===== src/rtl/piano_seq_pkg.sv =====
// Shared types and song-entry field layout for the piano melody sequencer.
// Used by piano_seq_ctrl (optional PIANO_SEQ_LOOP_EN build) and its testbench.
package piano_seq_pkg;

  typedef enum logic [1:0] {
    IDLE = 2'd0,
    PLAY = 2'd1,
    GAP  = 2'd2,
    DONE = 2'd3
  } state_t;

  localparam int NOTE_MSB = 7;
  localparam int NOTE_LSB = 4;
  localparam int DUR_MSB  = 3;
  localparam int DUR_LSB  = 0;

  localparam logic [DUR_MSB-DUR_LSB:0] END_MARKER = 4'd0;

  function automatic logic [NOTE_MSB-NOTE_LSB:0] entry_note(input logic [7:0] entry);
    return entry[NOTE_MSB:NOTE_LSB];
  endfunction

  function automatic logic [DUR_MSB-DUR_LSB:0] entry_dur(input logic [7:0] entry);
    return entry[DUR_MSB:DUR_LSB];
  endfunction

endpackage


===== src/rtl/piano_tick_gen.sv =====
// Clock prescaler: one-cycle tick every TICK_DIV cycles, restartable by clr.
// Shared by timing blocks that need a full first period after a restart.
module piano_tick_gen #(
  parameter int TICK_DIV = 2500000
) (
  input  logic clk,
  input  logic rst,
  input  logic clr,
  output logic tick
);

  localparam int CW = (TICK_DIV > 2) ? $clog2(TICK_DIV) : 1;
  localparam logic [CW-1:0] LAST = CW'(TICK_DIV - 1);

  logic [CW-1:0] count;

  always_ff @(posedge clk) begin
    if (rst || clr) begin
      count <= '0;
    end else if (count == LAST) begin
      count <= '0;
    end else begin
      count <= count + CW'(1);
    end
  end

  // Combinational so the sequencer can act on the final cycle of a period.
  assign tick = (count == LAST);

endmodule


===== src/rtl/piano_seq_ctrl.sv =====
// Melody sequencer: plays (note, duration) entries from a small song memory.
// Define PIANO_SEQ_LOOP_EN to repeat the song forever instead of pulsing done.
module piano_seq_ctrl
  import piano_seq_pkg::*;
#(
  parameter int DEPTH     = 16,
  parameter int TICK_DIV  = 2500000,
  parameter int GAP_TICKS = 1,
  localparam int AW       = $clog2(DEPTH)
) (
  input  logic          clk,
  input  logic          rst,
  input  logic          wr_en,
  input  logic [AW-1:0] wr_addr,
  input  logic [7:0]    wr_data,
  input  logic          start,
  input  logic          stop,
  output logic [3:0]    note,
  output logic          hush,
  output logic          busy,
  output logic          done,
  output logic [AW-1:0] addr
);

  localparam int LW = 16;

  state_t        state, state_nxt;
  logic [3:0]    note_nxt;
  logic [AW-1:0] addr_nxt, addr_inc;
  logic [LW-1:0] ticks_left, ticks_left_nxt;
  logic          tick, tick_clr;

  logic [7:0]    mem [DEPTH];
  logic [7:0]    first_entry, next_entry;
  logic          last_slot;

  state_t        fetch_state;
  logic [3:0]    fetch_note;
  logic [AW-1:0] fetch_addr;
  logic [LW-1:0] fetch_left;

  piano_tick_gen #(.TICK_DIV(TICK_DIV)) u_tick (
    .clk  (clk),
    .rst  (rst),
    .clr  (tick_clr),
    .tick (tick)
  );

  // NOTE: song memory has no reset; contents survive rst by design.
  always_ff @(posedge clk) begin
    if (wr_en && state == IDLE) begin
      mem[wr_addr] <= wr_data;
    end
  end

  assign addr_inc    = addr + AW'(1);
  assign first_entry = mem[0];
  assign next_entry  = mem[addr_inc];
  assign last_slot   = (addr == AW'(DEPTH - 1));

  // Outcome of advancing past the current entry, used at the end of PLAY or GAP.
  always_comb begin
    fetch_state = PLAY;
    fetch_note  = entry_note(next_entry);
    fetch_addr  = addr_inc;
    fetch_left  = LW'(entry_dur(next_entry));
    if (last_slot || entry_dur(next_entry) == END_MARKER) begin
`ifdef PIANO_SEQ_LOOP_EN
      fetch_addr = '0;
      fetch_note = entry_note(first_entry);
      fetch_left = LW'(entry_dur(first_entry));
      if (entry_dur(first_entry) == END_MARKER) begin
        fetch_state = IDLE;
        fetch_note  = note;
        fetch_left  = '0;
      end
`else
      fetch_state = DONE;
      fetch_addr  = '0;
      fetch_note  = note;
      fetch_left  = '0;
`endif
    end
  end

  always_ff @(posedge clk) begin
    if (rst) begin
      state      <= IDLE;
      note       <= '0;
      addr       <= '0;
      ticks_left <= '0;
    end else begin
      state      <= state_nxt;
      note       <= note_nxt;
      addr       <= addr_nxt;
      ticks_left <= ticks_left_nxt;
    end
  end

  // NOTE: every output of this block gets a default first, so no latches form.
  always_comb begin
    state_nxt      = state;
    note_nxt       = note;
    addr_nxt       = addr;
    ticks_left_nxt = ticks_left;
    tick_clr       = 1'b0;
    unique case (state)
      IDLE: begin
        tick_clr = 1'b1;
        if (start) begin
          addr_nxt = '0;
          if (entry_dur(first_entry) == END_MARKER) begin
            state_nxt = DONE;
          end else begin
            state_nxt      = PLAY;
            note_nxt       = entry_note(first_entry);
            ticks_left_nxt = LW'(entry_dur(first_entry));
          end
        end
      end
      PLAY: begin
        if (tick) begin
          if (ticks_left == LW'(1)) begin
            tick_clr = 1'b1;
            if (GAP_TICKS > 0) begin
              state_nxt      = GAP;
              ticks_left_nxt = LW'(GAP_TICKS);
            end else begin
              state_nxt      = fetch_state;
              note_nxt       = fetch_note;
              addr_nxt       = fetch_addr;
              ticks_left_nxt = fetch_left;
            end
          end else begin
            ticks_left_nxt = ticks_left - LW'(1);
          end
        end
      end
      GAP: begin
        if (tick) begin
          if (ticks_left == LW'(1)) begin
            tick_clr       = 1'b1;
            state_nxt      = fetch_state;
            note_nxt       = fetch_note;
            addr_nxt       = fetch_addr;
            ticks_left_nxt = fetch_left;
          end else begin
            ticks_left_nxt = ticks_left - LW'(1);
          end
        end
      end
      DONE: begin
        tick_clr  = 1'b1;
        state_nxt = IDLE;
        addr_nxt  = '0;
      end
      default: begin
        state_nxt = IDLE;
      end
    endcase
    // Abort overrides everything, including a simultaneous start.
    if (stop) begin
      state_nxt      = IDLE;
      addr_nxt       = '0;
      ticks_left_nxt = '0;
      tick_clr       = 1'b1;
    end
  end

  assign hush = (state != PLAY);
  assign busy = (state == PLAY) || (state == GAP);
  assign done = (state == DONE);

endmodule


===== config.mk =====
export PLATFORM = sky130hd
export DESIGN_NAME = piano_seq_ctrl
export DESIGN_NICKNAME = d
export VERILOG_FILES = /design/src/rtl/piano_seq_pkg.sv /design/src/rtl/piano_tick_gen.sv /design/src/rtl/piano_seq_ctrl.sv
export SDC_FILE = /design/constraint.sdc
export NUM_CORES = 1
export LEC_CHECK = 0
export CAP_MARGIN = 40
export CORE_MARGIN = 2
export CORE_UTILIZATION = 60
export CTS_BUF_LIST = sky130_fd_sc_hd__clkbuf_8
export DETAILED_ROUTE_END_ITERATION = 7
export GPL_ROUTABILITY_DRIVEN = 0
export PLACE_DENSITY = 0.86
export SYNTH_ARGS = -nofsm -noshare
export SYNTH_HDL_FRONTEND = slang
export SYNTH_HIERARCHICAL = 1
export SYNTH_SLANG_ARGS = --single-unit

===== constraint.sdc =====
create_clock -name clk -period 3.55 [get_ports clk]
set_input_delay 0.71 -clock clk [delete_from_list [all_inputs] [get_ports clk]]
set_output_delay 0.71 -clock clk [all_outputs]
set_load 0.005 [all_outputs]

==> flow_summary_export.csv <==
group,metric,value,unit
setup_path,crit_chain,"or4b_1 -> or4_4 -> nor3_2 -> nor2b_1 -> a2111oi_4 -> nand4_1 -> nor4_1 -> xnor2_1 -> nor2_1",
sta,drv_slew,0,
clock_tree,cts.sinks,176,
placed_design,numPortBuffers,27,
sta,rsz0062_at_grt,"no",
run_status,status,"complete, no violations",
sta,worstMarginPinSlew,1072,ps
logic_synthesis,dominantRegCellSynth,"edfxtp_1",
global_route,grt_use_total,0.2438,
worst_hold_path,hold_path_class,"reg -> reg",
setup_path,crit_path_end_kind,"flop",
global_route,gr-total-overflow,0,
route,dr_wl_met3,920,um
sta,slew_headroom,0.2760,
route,vias_per_cell,6.198,
clock_tree,insertion_delay,470,ps
power_and_ir_drop,power.density,456.8,nW/um2
logic_synthesis,synth-seq-area-share,0.6307,
global_route,antenna_found_initial,0,
logic_synthesis,ys_seq_elements,176,
sta,setup_viol_count_final,0,
logic_synthesis,syn_area_per_cell,14.51,um2
route,wl,14850,um
setup_path,r2r_cells,9,
route,drtIter0Drc,638,
sta,final.min_clock_period,3187,ps
global_route,grt_pass1_wl,24290,um
setup_path,critPathRequiredTime,3900,ps
setup_path,cp-start-kind,"flop",
logic_synthesis,syn_nets,551,
cells_and_area,drive_gt1_frac,0.1510,
logic_synthesis,syn-cell-area,7617,um2
cells_and_area,area_delta_synth_final,12.04,%
logic_synthesis,synth_top_cell_by_area,"edfxtp_1",
clock_tree,cts.clk_slew.worst_paths,90,ps
cells_and_area,final_common_cell,"edfxtp_1",
logic_synthesis,syn-instance-count,525,
route,firstDrtPassIters,5,
setup_path,worstSetupPathDepth,9,
logic_synthesis,yosysUniqueCellTypes,58,
route,ant_nets,0,
placed_design,dp.final_hpwl,10030,um
route,vias,4636,
cells_and_area,final_cell_mix,"128 x edfxtp_1, 51 x nor2_1, 47 x dfxtp_1",
power_and_ir_drop,totalPowerFinal,3899,uW
setup_path,critPathBufInv,0,
setup_path,slowest_stage,"or4_4",
clock_tree,postCtsSetupBuffers,0,
die,die_h,116.7,um
global_route,grt_max_degree,37,
power_and_ir_drop,leakage,0.002661,uW
logic_synthesis,yosysWarnings,6,
sta,finClkSkew,12.99,ps
die,io_pins,28,
route,drcViolationCount,0,
route,wl_met2,7578,um
clock_tree,cts_tree,"built",
clock_tree,cts-root-buf,"clkbuf_8",
cells_and_area,num_antenna_cells,0,
clock_tree,cts.path.max_buffers,2,
global_route,grt_pass1_vias,4668,
route,route.detailed.wl_per_inst,19.85,um
sta,fmax,313.8,MHz
route,routed.top_layer,"met4",
setup_path,crit_family,"simple AND/OR/NAND/NOR gates",
logic_synthesis,synthArstFlopShare,0,
logic_synthesis,synth_top_area_frac,0.5046,
clock_tree,htreeDepth,4,
die,start_util,0.6086,
setup_path,crit_type,"reg -> reg",
clock_tree,numCtsBuffers,17,
die,die-area,13610,um2
die,rows,41,
setup_path,arrival,3540,ps
setup_path,cp_max_fo,6,
flow_run,cap_violations,0,
logic_synthesis,yosys-top-cells-area,"edfxtp_1 50%, dfxtp_1 13%, mux4_2 7.1%",
setup_path,slowest_delay,520,ps
logic_synthesis,synth_edf_count,128,
sta,hold_violations,0,
power_and_ir_drop,ir_drop,388.1,uV
clock_tree,cts-resized-gates,0,
sta,period_share,0.8977,
sta,tns,0,ps
clock_tree,hold_buffers,0,
cells_and_area,nNetsFinal,589,
die,core_area,12520,um2
route,met1_length,6044,um
die,chipWidth,116.7,um
worst_hold_path,hold_depth,1,
-- synthesized netlist by cell type, types with 8 or more instances --
master / n
o21ai_0: 8
nand2_1: 26
a21oi_1: 12
dfxtp_1: 48
xor2_1: 9
nand4_1: 11
edfxtp_1: 128
mux4_2: 24
nor2_1: 51
xnor2_1: 19
mux4_1: 8
nor3_1: 23
mux2i_1: 20
inv_1: 11
ha_1: 9
clkbuf_1: 9
nand3_1: 11
-- cell families (layout without fill, tap and decap cells) --
logic type	after synthesis	in the layout	synth area share
AOI/OAI and AO/OA	55	55	0.05223
xor gates and xnor gates	29	29	0.03433
adders and majority gates	9	9	0.01478
and+or+nand+nor	172	172	0.1214
buffers and inverters	32	83	0.02168
DFF	176	176	0.6307
muxes	52	52	0.1248
-- per-layer routing --
metal / GRT usage / up-vias
met2: 0.4132 / 201
met3: 0.05086 / 29
li1: - / 2124
met5: 0 / -
met4: 0.08784 / 0
met1: 0.3157 / 2282
-- sequential cells by signal, summed over array words and instances, names as in the netlist --
register and cells:
addr 4, mem 128, note 4, state 2, ticks_left 16, u_tick/count 22
-- worst paths after layout --
kind / start / end / slack (ps)
worst max register to register: u_tick/count[13] / ticks_left[11] / 360
worst min register to register: u_tick/count[0] / u_tick/count[0] / 470
worst max-delay path: u_tick/count[13] / ticks_left[11] / 360
worst min-delay path: u_tick/count[0] / u_tick/count[0] / 470
-- worst reg2reg max path, stage by stage, from the launching register on --
cell	delay, ps
dfxtp_1	440
or4b_1	460
or4_4	520
nor3_2	200
nor2b_1	140
a2111oi_4	500
nand4_1	290
nor4_1	320
xnor2_1	160
nor2_1	50
-- report_power, final --
| group | switching [uW] | internal, uW | total [uW] |
|---|---|---|---|
| logic | 125 | 89.5 | 215 |
| registers | 17.5 | 2230 | 2250 |
| clock network | 726 | 709 | 1440 |
-- stage by stage --
step	utilization	setup slack [ps]	hold slack, ps	cells	cell area [um2]
final	0.6818	363.3	468.0	748	8534
after global routing	0.6818	91.85	497.0	748	8534
after CTS	0.6804	56.18	473.7	748	8517
after detailed placement	0.6472	136.5	454.9	716	8102
after global placement	0.6468	210.4	441.2	715	8097
after floorplan	-	302.0	429.6	525	7617
-- area by class of cell --
cell class	count	area, um2
well taps	172	215.2
fillers	881	3983
inverters	11	41.29
multi-input cells	317	2679
flip-flops and latches	176	4806
repair buffers	40	377.9
clock buffers	17	234.0
clock inverters	15	181.4
(Power assumes the default switching activity.)
